==> src/rtl/c1908d_seq_pkg.sv <==
// Shared types and constants for the c1908d vector sequencer and lockstep checker.
package c1908d_seq_pkg;

  // Sequencer FSM states.
  typedef enum logic [2:0] {
    ST_IDLE   = 3'd0,
    ST_LOAD   = 3'd1,
    ST_SETTLE = 3'd2,
    ST_REPORT = 3'd3,
    ST_DONE   = 3'd4
  } seq_state_t;

  // One c1908d copy: 33 primary inputs, 25 primary outputs.
  localparam int C1908D_IN_HALF  = 33;
  localparam int C1908D_OUT_HALF = 25;

  // Input vector slices: copy 1 on top (N11..N1104), copy 2 below (N21..N2104).
  localparam int COPY1_IN_HI = 2 * C1908D_IN_HALF - 1;
  localparam int COPY1_IN_LO = C1908D_IN_HALF;
  localparam int COPY2_IN_HI = C1908D_IN_HALF - 1;
  localparam int COPY2_IN_LO = 0;

  // Output bus slices: copy 1 on top (N12753..N12899, MSB first), copy 2 below.
  localparam int COPY1_OUT_HI = 2 * C1908D_OUT_HALF - 1;
  localparam int COPY1_OUT_LO = C1908D_OUT_HALF;
  localparam int COPY2_OUT_HI = C1908D_OUT_HALF - 1;
  localparam int COPY2_OUT_LO = 0;

endpackage

==> src/rtl/c1908d_vector_sequencer_lockstep_cmp.sv <==
// Lockstep comparator: bitwise difference of the two c1908d copies' outputs.
module c1908d_lockstep_cmp
  import c1908d_seq_pkg::*;
(
  input  logic [COPY1_OUT_HI:0]    out_bus,
  output logic [C1908D_OUT_HALF-1:0] diff,
  output logic                     mismatch
);

  // Any differing output bit between copy 1 and copy 2 flags a lockstep mismatch.
  always_comb begin
    diff     = out_bus[COPY1_OUT_HI:COPY1_OUT_LO] ^ out_bus[COPY2_OUT_HI:COPY2_OUT_LO];
    mismatch = |diff;
  end

endmodule

==> src/rtl/c1908d_vector_sequencer.sv <==
// Feeds vectors to the duplicated c1908d DUT, waits for settling, captures and
// lockstep-compares the two copies, and reports each capture on a result stream.
module c1908d_vector_sequencer
  import c1908d_seq_pkg::*;
#(
  parameter int VEC_WIDTH     = 2 * C1908D_IN_HALF,
  parameter int OUT_WIDTH     = 2 * C1908D_OUT_HALF,
  parameter int SETTLE_CYCLES = 2,
  parameter int VEC_LENGTH    = 4,
  parameter int CNT_WIDTH     = 16
) (
  input  logic                   clk,
  input  logic                   rst_n,
  input  logic                   start,
  input  logic                   in_valid,
  input  logic [VEC_WIDTH-1:0]   in_vec,
  output logic                   in_ready,
  output logic [VEC_WIDTH-1:0]   dut_vec,
  input  logic [OUT_WIDTH-1:0]   dut_out,
  output logic                   res_valid,
  input  logic                   res_ready,
  output logic [OUT_WIDTH-1:0]   res_data,
  output logic [OUT_WIDTH/2-1:0] res_diff,
  output logic                   res_mismatch,
  output logic [CNT_WIDTH-1:0]   vec_cnt,
  output logic [CNT_WIDTH-1:0]   err_cnt,
  output logic                   busy,
  output logic                   done
);

  // Settle counter only ever holds SETTLE_CYCLES-1 down to 0.
  localparam int SET_W = (SETTLE_CYCLES > 1) ? $clog2(SETTLE_CYCLES) : 1;
  localparam logic [SET_W-1:0]     SETTLE_LOAD = SET_W'(SETTLE_CYCLES - 1);
  localparam logic [CNT_WIDTH-1:0] LAST_VEC    = CNT_WIDTH'(VEC_LENGTH);

  seq_state_t state_q, state_d;
  logic [SET_W-1:0]     settle_cnt;
  logic [OUT_WIDTH/2-1:0] cmp_diff;
  logic                 cmp_mismatch;
  logic                 accept;
  logic                 capture;
  logic                 run_start;

  c1908d_lockstep_cmp u_cmp (
    .out_bus  (dut_out),
    .diff     (cmp_diff),
    .mismatch (cmp_mismatch)
  );

  // Status and handshake outputs are pure decodes of the state register.
  assign in_ready  = (state_q == ST_LOAD);
  assign res_valid = (state_q == ST_REPORT);
  assign busy      = (state_q != ST_IDLE) && (state_q != ST_DONE);
  assign done      = (state_q == ST_DONE);

  assign accept    = in_valid && in_ready;
  assign capture   = (state_q == ST_SETTLE) && (settle_cnt == '0);
  assign run_start = start && ((state_q == ST_IDLE) || (state_q == ST_DONE));

  // State register.
  always_ff @(posedge clk or negedge rst_n) begin
    // NOTE: sequential state uses non-blocking assignments so every register samples pre-edge values.
    if (!rst_n) state_q <= ST_IDLE;
    else        state_q <= state_d;
  end

  // Next-state logic.
  always_comb begin
    // NOTE: default first so no path through the case leaves state_d unassigned (no latch).
    state_d = state_q;
    unique case (state_q)
      ST_IDLE:   if (start)     state_d = ST_LOAD;
      ST_LOAD:   if (in_valid)  state_d = ST_SETTLE;
      ST_SETTLE: if (capture)   state_d = ST_REPORT;
      ST_REPORT: if (res_ready) state_d = (vec_cnt == LAST_VEC) ? ST_DONE : ST_LOAD;
      ST_DONE:   if (start)     state_d = ST_LOAD;
      default:                  state_d = ST_IDLE;
    endcase
  end

  // Settle counter: loaded on vector acceptance, counts down while settling.
  always_ff @(posedge clk or negedge rst_n) begin
    if (!rst_n)                       settle_cnt <= '0;
    else if (accept)                  settle_cnt <= SETTLE_LOAD;
    else if ((state_q == ST_SETTLE) && !capture) settle_cnt <= settle_cnt - 1'b1;
  end

  // Vector register: only an accepted vector changes what the DUT sees.
  always_ff @(posedge clk or negedge rst_n) begin
    // NOTE: datapath registers are flops, not RAM, so they take the async reset and come up as zero.
    if (!rst_n)      dut_vec <= '0;
    else if (accept) dut_vec <= in_vec;
  end

  // Result capture: held from capture until the next capture.
  always_ff @(posedge clk or negedge rst_n) begin
    if (!rst_n) begin
      res_data     <= '0;
      res_diff     <= '0;
      res_mismatch <= 1'b0;
    end else if (capture) begin
      res_data     <= dut_out;
      res_diff     <= cmp_diff;
      res_mismatch <= cmp_mismatch;
    end
  end

  // Run statistics: cleared on an accepted start, bumped on each capture.
  always_ff @(posedge clk or negedge rst_n) begin
    if (!rst_n) begin
      vec_cnt <= '0;
      err_cnt <= '0;
    end else if (run_start) begin
      vec_cnt <= '0;
      err_cnt <= '0;
    end else if (capture) begin
      vec_cnt <= vec_cnt + CNT_WIDTH'(1);
      if (cmp_mismatch) err_cnt <= err_cnt + CNT_WIDTH'(1);
    end
  end

  // Mismatching vectors are a subset of captured vectors.
  a_err_le_vec : assert property (@(posedge clk) disable iff (!rst_n) err_cnt <= vec_cnt);

  // Both DUT copies see a frozen stimulus for the whole settle window.
  a_vec_stable : assert property (@(posedge clk) disable iff (!rst_n)
    (state_q == ST_SETTLE) |=> ($stable(dut_vec[COPY1_IN_HI:COPY1_IN_LO]) &&
                                $stable(dut_vec[COPY2_IN_HI:COPY2_IN_LO])));

endmodule

==> config.mk <==
export PLATFORM = sky130hd
export DESIGN_NAME = c1908d_vector_sequencer
export DESIGN_NICKNAME = d
export VERILOG_FILES = /design/src/rtl/c1908d_seq_pkg.sv /design/src/rtl/c1908d_vector_sequencer_lockstep_cmp.sv /design/src/rtl/c1908d_vector_sequencer.sv
export SDC_FILE = /design/constraint.sdc
export NUM_CORES = 1
export LEC_CHECK = 0
export ABC_AREA = 1
export CORE_ASPECT_RATIO = 0.8
export CORE_MARGIN = 2
export CORE_UTILIZATION = 48
export DETAILED_ROUTE_END_ITERATION = 7
export PLACE_DENSITY = 0.86
export SKIP_LAST_GASP = 1
export SLEW_MARGIN = 20
export SYNTH_ARGS = -nofsm -noshare
export SYNTH_HDL_FRONTEND = slang
export SYNTH_SLANG_ARGS = --single-unit
==> constraint.sdc <==
create_clock -name clk -period 3.65 [get_ports clk]
set_input_delay 0.5475 -clock clk [delete_from_list [all_inputs] [get_ports clk]]
set_output_delay 0.5475 -clock clk [all_outputs]
set_load 0.02 [all_outputs]
### Yosys cells after proc, flatten, opt, wreduce, memory -nomap -nowiden

Cells that the tools add are included.

* register bits after elaboration: 178
* bits of input ports: 121
* output and inout port bits: 178
* word-level logic and storage cells: 52

* $add $sub $neg: 3
* eq/ne operators: 10
* mux-type cells: 13
* bitwise logic cells: 2
* reduce and logical (&&, ||, !) cells: 16

Operator list (count)
* two-way mux 16 bit: 5
* adder 16 x 1 -> 16 bit (second input constant): 2
* OR reduction 25 bit: 1
* XOR 25 bit: 1
* equality test 16 x 3 -> 1 bit (second input constant): 1
* two-way mux 3 bit: 5
* one-hot mux 3 bit (4 select lines): 1
* equality test 3 x 2 -> 1 bit (second input constant): 2
* nonzero test 2 bit: 3
* logical AND 1 bit: 5
* != test 2 x 1 -> 1 bit (second input constant): 2
* != test 2 bit (second input constant): 2
* AND reduction 4 bit: 1
* equality test 3 x 1 -> 1 bit (second input constant): 1
* equality test 3 bit (second input constant): 1
* logical NOT 3 bit: 1
* != test 3 bit (second input constant): 1
* nonzero test 3 bit: 1
* two-way mux 1 bit: 2
* AND reduction 2 bit: 1
* OR reduction 2 bit: 1
* logical NOT 1 bit: 1
* logical OR 1 bit: 1
* NOT 1 bit: 1
* subtractor 1 bit (second input constant): 1

### Logic depth before layout (Yosys ltp)

* depth in word-level cells: 6
* depth in mapped cells: 12
* depth with buffers taken out: 11

### Modules after synthesis

A second synthesis with hierarchy kept.

* cell total of the unflattened synthesis: 1060
* area, all modules: 8147.8 um2

By module, submodules not included
* c1908d_vector_sequencer: times used 1, cells each 925, area each 7597.3 um2, sequential area each 4454.3 um2
* c1908d_lockstep_cmp: times used 1, cells each 135, area each 550.5 um2, sequential area each 0.0 um2

### Least setup slack after synthesis

OpenSTA, ideal clock, no wires.

* path kind: register to output
* start: register state_q[0]
* end: output port done
* arrival time: 1.181 ns
* required time: 3.102 ns
* setup slack: 1.922 ns
* cell stages (with the launch flop): 4
* path buffers: 1
* cell sequence: dfrtp_1 > or2_2 > buf_2 > nor2_1

* word-level cells in the longest chain between the ends: 1

Ends and longest elaborated chain
* start: declaration: RTL line c1908d_vector_sequencer.sv:36 `seq_state_t state_q, state_d;`
* start signal: assignment: RTL line c1908d_vector_sequencer.sv:64 `else state_q <= state_d;`
* equality test 3 bit: RTL line c1908d_vector_sequencer.sv:54 `assign done = (state_q == ST_DONE);`
* end: declaration: RTL line c1908d_vector_sequencer.sv:28 `output logic done`

Every way passes these cells.

### Final worst setup path

* start: register state_q[1]
* end: output port done

The elaborated chain is that of the path after synthesis.

==> run_results.csv <==
group,metric,value,unit
synthesis,yosysUniqueCellTypes,36,
synthesis,syn_area_per_cell,9.80,sq um
synthesis,synth_area,7940,sq um
final_layout,diodes,0,
clocking,cts_buffers,17,
floorplanning,core.rowCount,42,
clocking,post_cts_buffers,0,
sta,rsz0062_at_grt,"no",
sta,setup_violations,0,
global_route,grtUsageMet2,0.407,
global_route,grt_max_degree,129,
route,wl_per_cell,15.7,microns
critical_path,crit_family,"buffers and inverters",
final_layout,final_common_cell,"clkdlybuf4s50_1",
floorplanning,dieArea,17600,sq um
route,drt-vias-per-instance,4.96,
final_layout,final_cell_area,11700,sq um
sta,min_period,2.56,ns
global_route,first_global_vias,6531,
place,gp_congestion,0.856,
final_layout,final_cell_mix,"297 x clkdlybuf4s50_1, 231 x nand2_1, 178 x dfrtp_1, 64 x inv_1, 59 x o21ai_0",
global_route,grt-busiest-layer,"met2",
pwr,powerDensity,847,nW/um^2
place,placed_cell_area,11100,sq um
final_layout,finalNonFillerCells,1333,
floorplanning,die-width,148,microns
global_route,gr-usage-met3,0.0628,
run,maxCapViolCount,0,
sta,relSlewSlack,0.311,
sta,fmax,391,MHz
synthesis,ys_seq_elements,178,
floorplanning,io_pins,299,
synthesis,netlist_instances,810,
clocking,cts_sinks,178,
sta,tns,0,ns
outcome,status,"finished, final reports clean",
place,hpwl,15400,microns
place,io_buffers,298,
route,first_iter_violations,431,
floorplanning,start_util,0.486,
clocking,clockBufferDepth,2,
route,via_count,6610,
route,drcViolationCount,0,
critical_path,crit_buf_inv,1,
sta,tightestPinTransition,1.03,ns
synthesis,yosysSeqAreaShare,0.561,
critical_path,critical_path.max_stage_delay,0.63,ns
critical_path,cp_max_fo,5,
critical_path,crit_type,"flop to primary output",
place,dp.cells,1301,
synthesis,ys_async_sr_fraction,1.00,
route,wl,20900,microns
clocking,htree_num_levels,4,
critical_path,worstPathRequired,3.10,ns
route,dr.pass1.iters,5,
global_route,grtUsageTotal,0.246,
critical_path,crit_path_top_delay_cell,"clkdlybuf4s50_1",
clocking,clk_latency,0.43,ns
global_route,grt-ovfl-total,0,
synthesis,synthFlopType,"dfrtp_1",
clocking,cts.reportedPaths.clkPinSlew,0.07,ns
clocking,holdBufCountCts,0,
sta,hold_viol,0,
final_layout,nets,1224,
floorplanning,core_area,16300,sq um
clocking,cts_tree,"yes",
global_route,antenna_found_initial,0,
clocking,cts_repair_resize_count,0,
synthesis,synth-edff-count,0,
critical_path,arrival,2.01,ns
worst_hold_path,hp-class,"primary input to async pin",
sta,worst_clock_skew,0.0144,ns
final_layout,layout-drive-gt1-share,0.111,
route,ant_nets,0,
floorplanning,die_h,119,microns
global_route,grtUsageMet1,0.320,
clocking,cts_root_buffer,"clkbuf_16",
critical_path,path_cells,"or2_2 > nor2_1 > clkdlybuf4s50_1",
global_route,grt_pass1_wl,34000,microns
pwr,ir_drop,0.000496,V
sta,maxSlewViolCount,0,
critical_path,start_kind,"flop",
sta,final.period_utilization,0.701,
synthesis,ys_warn_count,0,
critical_path,end_kind,"primary output",
synthesis,synth_nets,934,
pwr,leakagePower,5.45,nW
final_layout,area_delta_synth_final,46.9,%
cells by family after synthesis:
kind of cell,after synthesis,synth area share
simple gates,361,0.196
flops,178,0.561
buf+inv,101,0.0568
compound gates,86,0.0571
mux,66,0.107
xor+xnor,15,0.0166
fa+ha+maj,3,0.00473
cell usage after synthesis (2+ instances only):
master,count,share of area
nor2_8,2,0.0050
nand4_1,11,0.0087
nand2_1,231,0.11
mux2_4,29,0.055
dfrtp_1,178,0.56
buf_2,15,0.0095
nand3b_1,8,0.0076
mux2_2,37,0.052
a31oi_1,6,0.0047
o21ai_0,59,0.037
inv_2,4,0.0019
inv_1,64,0.030
buf_4,2,0.0019
nor2_1,46,0.022
nor3_1,8,0.0050
a211oi_1,3,0.0028
ha_1,3,0.0047
clkbuf_1,9,0.0043
buf_6,6,0.0085
nand3_1,40,0.025
nand2_2,5,0.0039
xor2_1,13,0.014
xnor2_1,2,0.0022
o21ai_1,6,0.0038
nor2_2,4,0.0032
a21oi_1,9,0.0057
final timing paths:
check                                        startpoint                      end  slack [ns]  depth (start not counted)
worst max-delay path             state_q[1]$_DFFE_PN0P_                     done        1.09                          3
max in group asynchronous                         rst_n   vec_cnt[2]$_DFFE_PN0P_        2.55                          2
worst min register to register  res_diff[7]$_DFFE_PN0P_  res_diff[7]$_DFFE_PN0P_        0.48                          2
worst min-delay path                              rst_n  dut_vec[36]$_DFFE_PN0P_        0.15                          1
worst max register to register   state_q[2]$_DFFE_PN0P_  vec_cnt[11]$_DFFE_PN0P_        1.52                         10
min in group clk                res_diff[7]$_DFFE_PN0P_  res_diff[7]$_DFFE_PN0P_        0.48                          2
final cells by class:
class	instances	area, sq um
fillers	1220	4680
clock buffers	19	453
multi-input cells	531	3040
clock inverters	13	139
inverters	69	259
repair buffers	303	3040
well taps	220	275
flip-flops and latches	178	4450
per-stage QoR:
step                       util  total power, mW  setup WS (ns)  hold WS, ns
after floorplan               -             5.82           1.92        0.252
after global placement    0.677             7.96           1.14        0.462
after detailed placement  0.677             8.10           1.09        0.465
after CTS                 0.713             9.96           1.07        0.178
after global routing      0.713             10.4           1.01        0.185
final                     0.713             9.88           1.09        0.150
worst reg2reg max path, cell delays in order, from the launching register on:
cell,delay (ns)
dfrtp_1,0.39
inv_2,0.11
nand2_1,0.11
nor2_2,0.20
nand2_4,0.07
buf_6,0.32
nor2_2,0.36
nand2_1,0.13
nor2_1,0.14
nand2_1,0.05
nor3b_2,0.15
metal layers:
layer / vias up / wire, microns
met3: 26 / 1090
met2: 183 / 10400
met1: 3188 / 9050
met5: - / 0
li1: 3213 / -
met4: 0 / 396
power by group:
group	total [mW]	leakage (nW)	internal [mW]	switching (mW)
combinational	4.72	2.97	2.31	2.40
clock	1.83	0.296	1.01	0.820
sequential	3.34	2.19	2.83	0.508
total	9.88	5.45	6.15	3.73
flip-flops by register name, summed over array words and instances, names as in the netlist:
name,flops
vec_cnt,16
res_diff,25
settle_cnt,1
state_q,3
err_cnt,16
res_data,50
res_mismatch,1
dut_vec,66
(Power assumes the default switching activity.)
